[src/rtl/cpu_pkg.sv]
// Shared CPU definitions: register ABI names,
// pointer widths and writeback arbiter state.
package cpu_pkg;

  localparam int REG_PTR_W = 5;
  localparam int NUM_REGS  = 32;

  typedef enum logic [REG_PTR_W-1:0] {
    zero, ra, sp, gp, tp,
    t0, t1, t2,
    s0, s1,
    a0, a1, a2, a3, a4, a5, a6, a7,
    s2, s3, s4, s5, s6, s7, s8, s9,
    s10, s11,
    t3, t4, t5, t6
  } reg_idx_e;

  typedef enum logic {
    LSU_PRI = 1'b0,
    ALU_PRI = 1'b1
  } arb_state_e;

endpackage

[src/rtl/wb_scoreboard.sv]
// Busy scoreboard for pending register writes.
// Optional WB_BYPASS_EN hides busy during the commit cycle.
module wb_scoreboard
  import cpu_pkg::*;
(
  input  logic                 i_CLK,
  input  logic                 i_RSTn,
  input  logic                 i_SET_EN,
  input  logic [REG_PTR_W-1:0] i_SET_PTR,
  input  logic                 i_CLR_EN,
  input  logic [REG_PTR_W-1:0] i_CLR_PTR,
  input  logic [REG_PTR_W-1:0] i_ISSUE_PTR,
  input  logic [REG_PTR_W-1:0] i_RS1_PTR,
  input  logic [REG_PTR_W-1:0] i_RS2_PTR,
  output logic                 o_ISSUE_BUSY,
  output logic                 o_RS1_BUSY,
  output logic                 o_RS2_BUSY
);

  logic [NUM_REGS-1:0] busy_q;
  logic [NUM_REGS-1:0] busy_d;
  logic                rs1_byp;
  logic                rs2_byp;

  // Set is applied after clear so a same-edge re-issue wins.
  always_comb begin
    busy_d = busy_q;
    if (i_CLR_EN) busy_d[i_CLR_PTR] = 1'b0;
    if (i_SET_EN) busy_d[i_SET_PTR] = 1'b1;
    busy_d[0] = 1'b0;
  end

  always_ff @(posedge i_CLK or negedge i_RSTn) begin
    if (!i_RSTn) begin
      busy_q <= '0;
    end else begin
      busy_q <= busy_d;
    end
  end

`ifdef WB_BYPASS_EN
  assign rs1_byp = i_CLR_EN && (i_CLR_PTR == i_RS1_PTR);
  assign rs2_byp = i_CLR_EN && (i_CLR_PTR == i_RS2_PTR);
`else
  assign rs1_byp = 1'b0;
  assign rs2_byp = 1'b0;
`endif

  assign o_ISSUE_BUSY = busy_q[i_ISSUE_PTR];
  assign o_RS1_BUSY   = busy_q[i_RS1_PTR] & ~rs1_byp;
  assign o_RS2_BUSY   = busy_q[i_RS2_PTR] & ~rs2_byp;

endmodule

[src/rtl/wb_commit_unit.sv]
// Writeback/commit stage: ALU/LSU arbiter, registered
// regfile write port and busy scoreboard (WB_BYPASS_EN optional).
module wb_commit_unit
  import cpu_pkg::*;
#(
  parameter int DATA_W     = 32,
  parameter int STARVE_MAX = 4
) (
  input  logic                 i_CLK,
  input  logic                 i_RSTn,
  input  logic                 i_ISSUE_VALID,
  input  logic [REG_PTR_W-1:0] i_ISSUE_RD_PTR,
  output logic                 o_ISSUE_READY,
  input  logic [REG_PTR_W-1:0] i_RS1_PTR,
  input  logic [REG_PTR_W-1:0] i_RS2_PTR,
  output logic                 o_RS1_BUSY,
  output logic                 o_RS2_BUSY,
  input  logic                 i_ALU_VALID,
  output logic                 o_ALU_READY,
  input  logic [REG_PTR_W-1:0] i_ALU_RD_PTR,
  input  logic [DATA_W-1:0]    i_ALU_DATA,
  input  logic                 i_LSU_VALID,
  output logic                 o_LSU_READY,
  input  logic [REG_PTR_W-1:0] i_LSU_RD_PTR,
  input  logic [DATA_W-1:0]    i_LSU_DATA,
  output logic                 o_WE,
  output logic [REG_PTR_W-1:0] o_RD_PTR,
  output logic [DATA_W-1:0]    o_RD
);

  localparam int CNT_W = 4;
  localparam logic [CNT_W-1:0] STARVE_LIM =
    CNT_W'(STARVE_MAX);

  arb_state_e           state_q;
  arb_state_e           state_d;
  logic [CNT_W-1:0]     cnt_q;
  logic [CNT_W-1:0]     cnt_d;
  logic                 alu_gnt;
  logic                 lsu_gnt;
  logic                 we_q;
  logic                 we_d;
  logic [REG_PTR_W-1:0] rd_ptr_q;
  logic [REG_PTR_W-1:0] rd_ptr_d;
  logic [DATA_W-1:0]    rd_q;
  logic [DATA_W-1:0]    rd_d;
  logic                 issue_busy;

  always_comb begin
    alu_gnt = 1'b0;
    lsu_gnt = 1'b0;
    unique case (state_q)
      LSU_PRI: begin
        lsu_gnt = i_LSU_VALID;
        alu_gnt = i_ALU_VALID & ~i_LSU_VALID;
      end
      ALU_PRI: begin
        alu_gnt = i_ALU_VALID;
        lsu_gnt = i_LSU_VALID & ~i_ALU_VALID;
      end
    endcase
  end

  // Count ALU losses; one ALU win hands priority back.
  always_comb begin
    cnt_d   = cnt_q;
    state_d = state_q;
    if (alu_gnt) begin
      cnt_d   = '0;
      state_d = LSU_PRI;
    end else if (i_ALU_VALID) begin
      if (cnt_q != STARVE_LIM) cnt_d = cnt_q + 1'b1;
      if (cnt_d == STARVE_LIM) state_d = ALU_PRI;
    end
  end

  always_comb begin
    we_d     = 1'b0;
    rd_ptr_d = rd_ptr_q;
    rd_d     = rd_q;
    unique case (1'b1)
      alu_gnt: begin
        we_d     = (i_ALU_RD_PTR != zero);
        rd_ptr_d = i_ALU_RD_PTR;
        rd_d     = i_ALU_DATA;
      end
      lsu_gnt: begin
        we_d     = (i_LSU_RD_PTR != zero);
        rd_ptr_d = i_LSU_RD_PTR;
        rd_d     = i_LSU_DATA;
      end
      default: ;
    endcase
  end

  always_ff @(posedge i_CLK or negedge i_RSTn) begin
    if (!i_RSTn) begin
      state_q  <= LSU_PRI;
      cnt_q    <= '0;
      we_q     <= 1'b0;
      rd_ptr_q <= '0;
      rd_q     <= '0;
    end else begin
      state_q  <= state_d;
      cnt_q    <= cnt_d;
      we_q     <= we_d;
      rd_ptr_q <= rd_ptr_d;
      rd_q     <= rd_d;
    end
  end

  wb_scoreboard u_sb (
    .i_CLK        (i_CLK),
    .i_RSTn       (i_RSTn),
    .i_SET_EN     (i_ISSUE_VALID & o_ISSUE_READY),
    .i_SET_PTR    (i_ISSUE_RD_PTR),
    .i_CLR_EN     (we_q),
    .i_CLR_PTR    (rd_ptr_q),
    .i_ISSUE_PTR  (i_ISSUE_RD_PTR),
    .i_RS1_PTR    (i_RS1_PTR),
    .i_RS2_PTR    (i_RS2_PTR),
    .o_ISSUE_BUSY (issue_busy),
    .o_RS1_BUSY   (o_RS1_BUSY),
    .o_RS2_BUSY   (o_RS2_BUSY)
  );

  assign o_ISSUE_READY = ~issue_busy;
  assign o_ALU_READY   = alu_gnt;
  assign o_LSU_READY   = lsu_gnt;
  assign o_WE          = we_q;
  assign o_RD_PTR      = rd_ptr_q;
  assign o_RD          = rd_q;

endmodule

[config.mk]
export PLATFORM = sky130hd
export DESIGN_NAME = wb_commit_unit
export DESIGN_NICKNAME = d
export VERILOG_FILES = /design/src/rtl/cpu_pkg.sv /design/src/rtl/wb_scoreboard.sv /design/src/rtl/wb_commit_unit.sv
export SDC_FILE = /design/constraint.sdc
export NUM_CORES = 1
export LEC_CHECK = 0
export CELL_PAD_IN_SITES_DETAIL_PLACEMENT = 1
export CELL_PAD_IN_SITES_GLOBAL_PLACEMENT = 2
export CORE_MARGIN = 2
export CORE_UTILIZATION = 31
export CTS_BUF_LIST = sky130_fd_sc_hd__clkbuf_4 sky130_fd_sc_hd__clkbuf_8
export CTS_CLUSTER_SIZE = 30
export DETAILED_ROUTE_END_ITERATION = 8
export GPL_TIMING_DRIVEN = 1
export PLACE_DENSITY = 0.95
export SETUP_SLACK_MARGIN = 0.05
export SYNTH_ARGS = -nofsm -noshare
export SYNTH_HDL_FRONTEND = slang
export SYNTH_SLANG_ARGS = --single-unit
[constraint.sdc]
create_clock -name i_CLK -period 4.7 [get_ports i_CLK]
set_input_delay 1.175 -clock i_CLK [delete_from_list [all_inputs] [get_ports i_CLK]]
set_output_delay 1.175 -clock i_CLK [all_outputs]
set_load 0.01 [all_outputs]
==> flow_metrics.py, run 1 <==
metrics = {
    "floorplan": {
        "core_um2": 14600,
        "die-area_um2": 15900,
        "die-width_um": 126,
        "die_y_um": 126,
        "io_pins": 137,
        "start_util": 0.317,
        "rows": 44,
    },
    "yosys": {
        "ys_async_sr_fraction": 1.00,
        "synth_ff_type": "dfrtp_1",
        "synthTopCellsByArea": "dfrtp_1 (40%), mux2_2 (9.0%), mux2i_1 (7.4%)",
        "ys_seq_elements": 74,
        "ys_warn_count": 0,
        "synthCells": 493,
        "netlist.area_leader.share": 0.400,
        "synth_edf_count": 0,
        "synth-seq-area-share": 0.400,
        "avgSynthCellArea_um2": 9.39,
        "synth_top_cell_by_area": "dfrtp_1",
        "synth.distinct_cells": 48,
        "syn_nets": 589,
        "netlist_area_um2": 4630,
    },
    "final_layout": {
        "drive_gt1_frac": 0.143,
        "area_growth_pct": 37.4,
        "final_nets": 722,
        "antennaDiodeCount": 0,
        "final_area_um2": 6360,
    },
    "timing": {
        "post-route-period-util": 0.916,
        "max_freq_mhz": 232,
        "max_slew_margin": 0.348,
        "report.final.slew_viol_count": 0,
        "setup_slack_ns": 0.396,
        "grt_setup_unrepaired": "no",
        "setup-violations-final": 0,
        "finalHoldViolCount": 0,
        "min_period_ns": 4.30,
        "worstMarginPinSlew_ns": 0.977,
        "fin_skew_ns": 0.00758,
    },
    "critical_path": {
        "start_kind": "primary input",
        "worst_setup_path_end_kind": "primary output",
        "regToRegStartpoint": "u_sb.busy_q[7]",
        "worst-path-max-fanout": 14,
        "crit_type": "in -> out",
        "arrival_ns": 3.13,
        "cp_data_required_time_ns": 3.52,
        "crit_start": "i_RS2_PTR[1]",
    },
    "place": {
        "portBuffers": 136,
        "placed_area_um2": 6160,
        "gp_congestion": 0.914,
        "dp_hpwl_um": 12200,
        "pre_cts_slack_ns": -0.000825,
    },
    "clock_network": {
        "clkSinkCount": 74,
        "clkTransAtPathRegs_ns": 0.07,
        "cts_buffers": 9,
        "cts_max_path_buffers": 2,
        "h-tree-depth": 3,
        "root_buffer": "clkbuf_8",
        "cts_tree": "yes",
        "insertion_delay_ns": 0.35,
    },
    "power_and_ir_drop": {
        "leakagePower_uw": 0.00250,
        "p_per_area_nw_per_um2": 352,
        "peakVddDrop_mv": 0.145,
    },
    "route": {
        "drt_iter0_markers": 197,
        "drcViolationCount": 0,
        "wl_per_cell_um": 20.2,
        "antenna_left": 0,
        "wirelength_um": 16400,
        "avgViaCountPerCell": 5.51,
        "via_count": 4488,
        "drt_pass1_iterations": 4,
    },
    "min_path": {
        "hold_path.startpoint": "cnt_q[3]",
        "hold_class": "reg -> reg",
    },
    "status": {
        "status": "complete, no violations",
    },
    "global_routing": {
        "grt_pass1_vias": 4956,
        "gr-total-overflow": 0,
        "grt_max_degree": 75,
        "grt_pass1_wl_um": 26400,
        "antenna_found_initial": 0,
        "track_usage": 0.208,
    },
    "job": {
        "maxCapViolations": 0,
    },
}
-- Yosys cell counts (3+ instances only) --
library cell / instances
mux4_2: 6
nand3b_1: 9
dfrtp_1: 74
mux2i_1: 34
or3b_2: 3
mux2_2: 37
buf_2: 12
buf_6: 4
clkbuf_1: 10
nor2_1: 84
nor2b_1: 5
o21ai_1: 6
nand2b_1: 10
a22oi_1: 6
buf_1: 4
o21ai_0: 57
o22ai_1: 40
inv_1: 8
nand2_1: 12
nand3_1: 19
a21oi_1: 10
o31ai_1: 8
-- through the flow --
step	power [µW]	setup TNS, ns	utilization	cells	hold slack, ns
global route	2380	0	0.436	814	0.605
global placement	1730	0	0.422	797	0.524
CTS	2250	0	0.435	812	0.581
floorplan	1390	0	-	493	0.501
finish	2240	0	0.436	814	0.583
detailed placement	1780	-0.000825	0.422	797	0.567
-- flip-flops by register name, indices dropped and copies added, names as in the netlist --
register,flops
state_q,1
o_WE,1
cnt_q,4
o_RD,32
u_sb.busy_q,31
o_RD_PTR,5
-- logic make-up (layout without fill, tap and decap cells) --
| group | Yosys count | count (layout) | synth area share |
|---|---|---|---|
| AOI/OAI and AO/OA | 142 | 142 | 0.182 |
| adders and majority gates | 2 | 2 | 0.00540 |
| buffers and inverters | 39 | 176 | 0.0422 |
| DFF | 74 | 74 | 0.400 |
| muxes | 79 | 79 | 0.201 |
| and+or+nand+nor | 157 | 157 | 0.169 |
-- layout by cell type (no fill, tap or decap), drive strengths merged, types with 2 or more instances in the layout --
cell,netlist,layout
a21oi,10,10
nand3,19,19
o211ai,2,2
mux4,7,7
ha,2,2
or3b,6,6
or4,2,2
clkbuf,10,12
inv,8,8
nand3b,10,10
dfrtp,74,74
clkinv,0,3
mux2i,34,34
mux2,38,38
o21ai,65,65
or3,2,2
buf,21,19
o22ai,40,40
clkdlybuf4s50,0,133
a22oi,6,6
a21boi,2,2
nor2,84,84
o31ai,9,9
nand4,2,2
nand2b,10,10
nand2,12,12
a31oi,2,2
o22a,2,2
nor2b,5,5
-- routing by layer --
layer,vias to the layer above,part of all wire,global-route usage
met5,-,0,0
met4,0,0.011,0.0485
met3,14,0.092,0.0850
met2,146,0.48,0.350
met1,2244,0.42,0.248
li1,2084,-,-
-- layout make-up --
| class | instances | area [µm²] |
|---|---|---|
| tap | 184 | 230 |
| timing repair buffer | 153 | 1490 |
| sequential | 74 | 1850 |
| clock buffer | 12 | 159 |
| multi-input combinational | 380 | 2590 |
| fill | 1647 | 8230 |
| inverter | 8 | 30.0 |
| clock inverter | 3 | 15.0 |
-- critical path: stages --
cell,delay [ns]
clkdlybuf4s50_1,0.52
buf_4,0.28
mux2i_1,0.24
a21oi_1,0.09
o211ai_1,0.19
nand4_1,0.13
clkdlybuf4s50_1,0.50
-- final timing paths --
check | to | depth (start not counted) | slack [ns]
setup reg to reg | u_sb.busy_q[4] | 3 | 3.12
hold reg to reg | cnt_q[3] | 2 | 0.58
min in group asynchronous | o_RD[6] | 1 | 0.96
hold / removal | cnt_q[3] | 2 | 0.58
max in group asynchronous | cnt_q[3] | 1 | 3.09
setup / recovery | o_RS2_BUSY | 7 | 0.40
-- timing repair --
item	4_1_cts	5_1_grt
endpoints found under the setup margin	1	1
endpoints found under the hold margin	0	0
cloned	0	0
setup buffers	0	2
hold buffers	0	0
gates resized for setup	2	1
-- power by group --
group	internal, µW	leakage, µW	switching, µW
Combinational	414	0.00155	346
Sequential	798	0.000853	225
Clock	221	0.0000954	235
Total	1430	0.00250	807
(Power assumes the default switching activity.)
==> inputs of run 2 (changes only) <==
GPL_TIMING_DRIVEN = 0   (was 1)
SLEW_MARGIN = 5   (was default)
==> flow_metrics.py, run 2 (same netlist as run 1, synthesis figures left out) <==
metrics = {
    "status": {
        "status": "complete, no violations",
    },
    "power_and_ir_drop": {
        "p_per_area_nw_per_um2": 366,
        "peakVddDrop_mv": 0.133,
        "leakagePower_uw": 0.00251,
    },
    "timing": {
        "timing.hold.ws_ns": 0.581,
        "finalHoldViolCount": 0,
        "grt_setup_unrepaired": "no",
        "post-route-period-util": 0.900,
        "report.final.slew_viol_count": 0,
        "max_slew_margin": 0.629,
        "worstMarginPinSlew_ns": 0.555,
        "fin_skew_ns": 0.0101,
        "max_freq_mhz": 236,
        "setup-violations-final": 0,
        "min_period_ns": 4.23,
    },
    "critical_path": {
        "cp_slowest_cell": "clkdlybuf4s50_1",
        "crit_top_cell": "nand2_1",
        "timing.rr.end": "u_sb.busy_q[7]",
        "r2r_cells": 3,
        "start_kind": "primary input",
        "cp_data_required_time_ns": 3.52,
        "worst-path-max-fanout": 10,
        "arrival_ns": 3.06,
        "worst_setup_path_end_kind": "primary output",
        "crit_chain": "clkbuf_1 -> nand2_1 -> nand2_1 -> buf_2 -> buf_1 -> inv_1 -> clkdlybuf4s50_1",
        "r2r_slack_ns": 3.14,
        "crit_type": "in -> out",
        "worst_path_largest_cell_delay_ns": 0.49,
        "regToRegStartpoint": "u_sb.busy_q[7]",
    },
    "route": {
        "wirelength_um": 16600,
        "wl_per_cell_um": 20.2,
        "m1WireLength_um": 6930,
        "wl_met2_um": 7840,
        "drt_iter0_markers": 142,
        "dr_wl_met3_um": 1480,
        "avgViaCountPerCell": 5.49,
        "top_layer": "met4",
        "via_count": 4515,
        "drt_pass1_iterations": 4,
        "drcViolationCount": 0,
        "antenna_left": 0,
    },
    "clock_network": {
        "cts_setup_buffers": 0,
        "h-tree-depth": 3,
        "clkTransAtPathRegs_ns": 0.08,
        "clkSinkCount": 74,
        "root_buffer": "clkbuf_8",
        "cts_max_path_buffers": 2,
        "cts_tree": "yes",
        "insertion_delay_ns": 0.36,
        "hold_buffers": 0,
        "cts_buffers": 9,
    },
    "min_path": {
        "hold_depth": 2,
        "hold_class": "reg -> reg",
        "holdPathEnd": "cnt_q[3]",
        "hold_path.startpoint": "cnt_q[3]",
    },
    "global_routing": {
        "grt_pass1_vias": 4933,
        "grt_pass1_wl_um": 26500,
        "antenna_found_initial": 0,
        "track_usage": 0.210,
        "grt_max_degree": 49,
        "gr-total-overflow": 0,
    },
    "final_layout": {
        "final_area_um2": 6410,
        "antennaDiodeCount": 0,
        "layout_commonest_cell": "clkdlybuf4s50_1",
        "largest_reg_flops": 32,
        "area_growth_pct": 38.4,
        "drive_gt1_frac": 0.144,
        "final_nets": 730,
        "final_cell_mix": "clkdlybuf4s50_1 (126), nor2_1 (84), dfrtp_1 (74), o21ai_0 (57), o22ai_1 (40)",
    },
    "job": {
        "maxCapViolations": 0,
    },
    "floorplan": {
        "die_y_um": 126,
        "die-width_um": 126,
        "die-area_um2": 15900,
        "start_util": 0.317,
        "rows": 44,
        "core_um2": 14600,
        "io_pins": 137,
    },
    "place": {
        "dp_hpwl_um": 12800,
        "portBuffers": 129,
        "placed_area_um2": 6180,
        "gp_congestion": 0.864,
    },
}
## run 2: cell types whose count changed in the layout (fill, tap and decap cells not counted), sizes merged
cell,change
bufinv,+2
clkdlybuf4s50,-7
buf,+4
clkbuf,+9
clkinv,-1
dlygate4sd2,+1
clkinvlp,+1
## run 2: cell type report
class	instances	area (µm²)
fillers	1666	8180
repair buffers	130	1320
clock inverters	5	77.6
multi-input cells	380	2590
flip-flops and latches	74	1850
well taps	184	230
plain buffers	31	166
inverters	8	30.0
clock buffers	11	145
## run 2: report_power, final
part           total [µW]  internal [µW]  switching (µW)
Sequential           1010            798             210
Clock                 571            318             253
Combinational         767            412             355
## run 2: how the worst max path moves through the flow
stage                endpoint               from  depth (start not counted)  slack (ns)
2_1_floorplan   o_ISSUE_READY  i_ISSUE_RD_PTR[0]                          7        1.16
3_3_place_gp   u_sb.busy_q[3]             i_RSTn                          1       -0.20
3_5_place_dp    o_ISSUE_READY  i_ISSUE_RD_PTR[2]                          6        0.02
4_1_cts         o_ISSUE_READY  i_ISSUE_RD_PTR[4]                          9        0.06
5_1_grt           o_LSU_READY        i_ALU_VALID                          7        0.33
6_report          o_LSU_READY        i_ALU_VALID                          7        0.47
## run 2: worst max-delay path: cells and delay by family
kind,cells,cell delay [ns]
buffers and inverters,5,1.56
and+or+nand+nor,2,0.31
## run 2: repair_timing
action,in CTS,in global routing
resized for setup,3,1
pin swaps,0,0
endpoints found under the setup margin,1,1
## run 2: layer usage
layer	up-vias	global-route usage
li1	2093	-
met1	2228	0.255
met2	167	0.346
met3	27	0.0735
met4	0	0.0737
met5	-	0
## run 2: stage by stage
step / instances / setup TNS, ns / power, µW / worst slack (ns) / utilization
6_report: 823 / 0 / 2350 / 0.468 / 0.439
5_1_grt: 823 / 0 / 2480 / 0.330 / 0.439
4_1_cts: 823 / 0 / 2360 / 0.0634 / 0.439
3_5_place_dp: 807 / 0 / 1780 / 0.0163 / 0.423
3_3_place_gp: 806 / -14.10 / 1720 / -0.197 / 0.422
2_1_floorplan: 493 / 0 / 1390 / 1.16 / -
==> inputs of run 3 (changes only) <==
REMOVE_ABC_BUFFERS = 1   (was default)
==> flow_metrics.py, run 3 (same netlist as run 1, synthesis figures left out) <==
metrics = {
    "status": {
        "status": "complete, no violations",
    },
    "place": {
        "portBuffers": 136,
        "dp_hpwl_um": 11900,
        "place_inst": 784,
        "placed_area_um2": 6100,
        "gp_congestion": 0.844,
    },
    "timing": {
        "max_freq_mhz": 221,
        "setup-violations-final": 0,
        "timing.hold.ws_ns": 0.573,
        "post-route-period-util": 0.964,
        "fin_skew_ns": 0.0126,
        "min_period_ns": 4.53,
        "worstMarginPinSlew_ns": 0.888,
        "report.final.slew_viol_count": 0,
        "grt_setup_unrepaired": "yes",
        "finalHoldViolCount": 0,
        "max_slew_margin": 0.406,
    },
    "global_routing": {
        "grt_pass1_vias": 4940,
        "antenna_found_initial": 0,
        "grt_pass1_wl_um": 25900,
        "gr-total-overflow": 0,
        "track_usage": 0.202,
        "grt_max_degree": 44,
    },
    "final_layout": {
        "antennaDiodeCount": 0,
        "drive_gt1_frac": 0.133,
        "largest_reg_flops": 32,
        "final_cell_mix": "clkdlybuf4s50_1 (126), nor2_1 (84), dfrtp_1 (74), o21ai_0 (57), o22ai_1 (40)",
        "instances_no_fill": 799,
        "final_nets": 708,
        "n_fill_cell": 1647,
        "area_growth_pct": 35.9,
        "layout_commonest_cell": "clkdlybuf4s50_1",
        "regArea_um2": 1850,
        "multi_input_area_um2": 2610,
        "final_area_um2": 6290,
    },
    "critical_path": {
        "regToRegStartpoint": "state_q",
        "arrival_ns": 3.36,
        "crit_start": "i_ISSUE_RD_PTR[0]",
        "crit_type": "in -> out",
        "worst_setup_path_end_kind": "primary output",
        "start_kind": "primary input",
        "r2r_cells": 4,
        "worst_path_largest_cell_delay_ns": 0.62,
        "endpoint": "o_ISSUE_READY",
        "timing.rr.end": "o_RD[24]",
        "worst-path-max-fanout": 18,
        "crit_chain": "buf_2 -> mux4_1 -> nand2_1 -> a31oi_1 -> nor4_2 -> clkdlybuf4s50_1",
        "r2r_slack_ns": 2.89,
        "cp_slowest_cell": "mux4_1",
        "cp_data_required_time_ns": 3.52,
    },
    "route": {
        "via_count": 4479,
        "antenna_left": 0,
        "avgViaCountPerCell": 5.61,
        "wirelength_um": 15800,
        "drcViolationCount": 0,
        "drt_iter0_markers": 164,
        "wl_per_cell_um": 19.8,
        "drt_pass1_iterations": 4,
    },
    "floorplan": {
        "core_um2": 14600,
        "rows": 44,
        "die-area_um2": 15900,
        "die_y_um": 126,
        "die-width_um": 126,
        "io_pins": 137,
        "start_util": 0.317,
    },
    "clock_network": {
        "clkTransAtPathRegs_ns": 0.08,
        "cts_max_path_buffers": 2,
        "cts_buffers": 9,
        "cts_tree": "yes",
        "clkSinkCount": 74,
        "root_buffer": "clkbuf_8",
        "insertion_delay_ns": 0.36,
        "hold_buffers": 0,
        "h-tree-depth": 3,
    },
    "job": {
        "maxCapViolations": 0,
    },
    "min_path": {
        "hold_class": "reg -> reg",
    },
    "power_and_ir_drop": {
        "peakVddDrop_mv": 0.155,
        "leakagePower_uw": 0.00245,
        "p_per_area_nw_per_um2": 359,
    },
}
-- run 3: worst min-delay path by stage --
stage	from	to	slack, ns	cells past startpoint
2_1_floorplan	cnt_q[3]	cnt_q[3]	0.50	2
3_3_place_gp	cnt_q[3]	cnt_q[3]	0.53	2
3_5_place_dp	cnt_q[3]	cnt_q[3]	0.56	2
4_1_cts	cnt_q[3]	cnt_q[3]	0.57	2
5_1_grt	state_q	state_q	0.62	2
6_report	cnt_q[3]	cnt_q[3]	0.57	2
-- run 3: per-stage QoR --
step	setup TNS, ns	setup WS [ns]	power [µW]	util
2_1_floorplan	0	0.751	1360	-
3_3_place_gp	-86.98	-3.22	1710	0.415
3_5_place_dp	-1.03	-0.585	1770	0.418
4_1_cts	0	0.0516	2270	0.431
5_1_grt	0	0.0466	2400	0.431
6_report	0	0.168	2260	0.431
-- run 3: cell type report --
cell class,count,area share
multi-input cells,380,0.415
flip-flops and latches,74,0.294
repair buffers,139,0.221
well taps,184,0.0366
clock buffers,11,0.0221
clock inverters,3,0.00676
inverters,8,0.00477
-- run 3: critical path: cells and delay by family --
family | cells | cell delay, ns
mux | 1 | 0.62
buf+inv | 2 | 1.00
compound gates | 1 | 0.10
simple gates | 2 | 0.45
-- run 3: metal layers --
layer / track usage / vias up / routed length, µm
met4: 0.0582 / 0 / 205
met1: 0.243 / 2262 / 6610
met2: 0.332 / 144 / 7490
met3: 0.0837 / 17 / 1490
li1: - / 2056 / -
met5: 0 / - / 0
-- run 3: repair_timing --
item,in CTS,in global routing
pin swaps,0,0
buffers inserted,0,1
endpoints found under the setup margin,4,4
hold endpoints to repair,0,0
resized for setup,11,8
-- run 3: report_power, final --
group	switching, µW	leakage (µW)	internal (µW)	total (µW)
Sequential	209	0.000853	799	1010
Combinational	353	0.00151	408	760
Clock	241	0.0000921	251	491
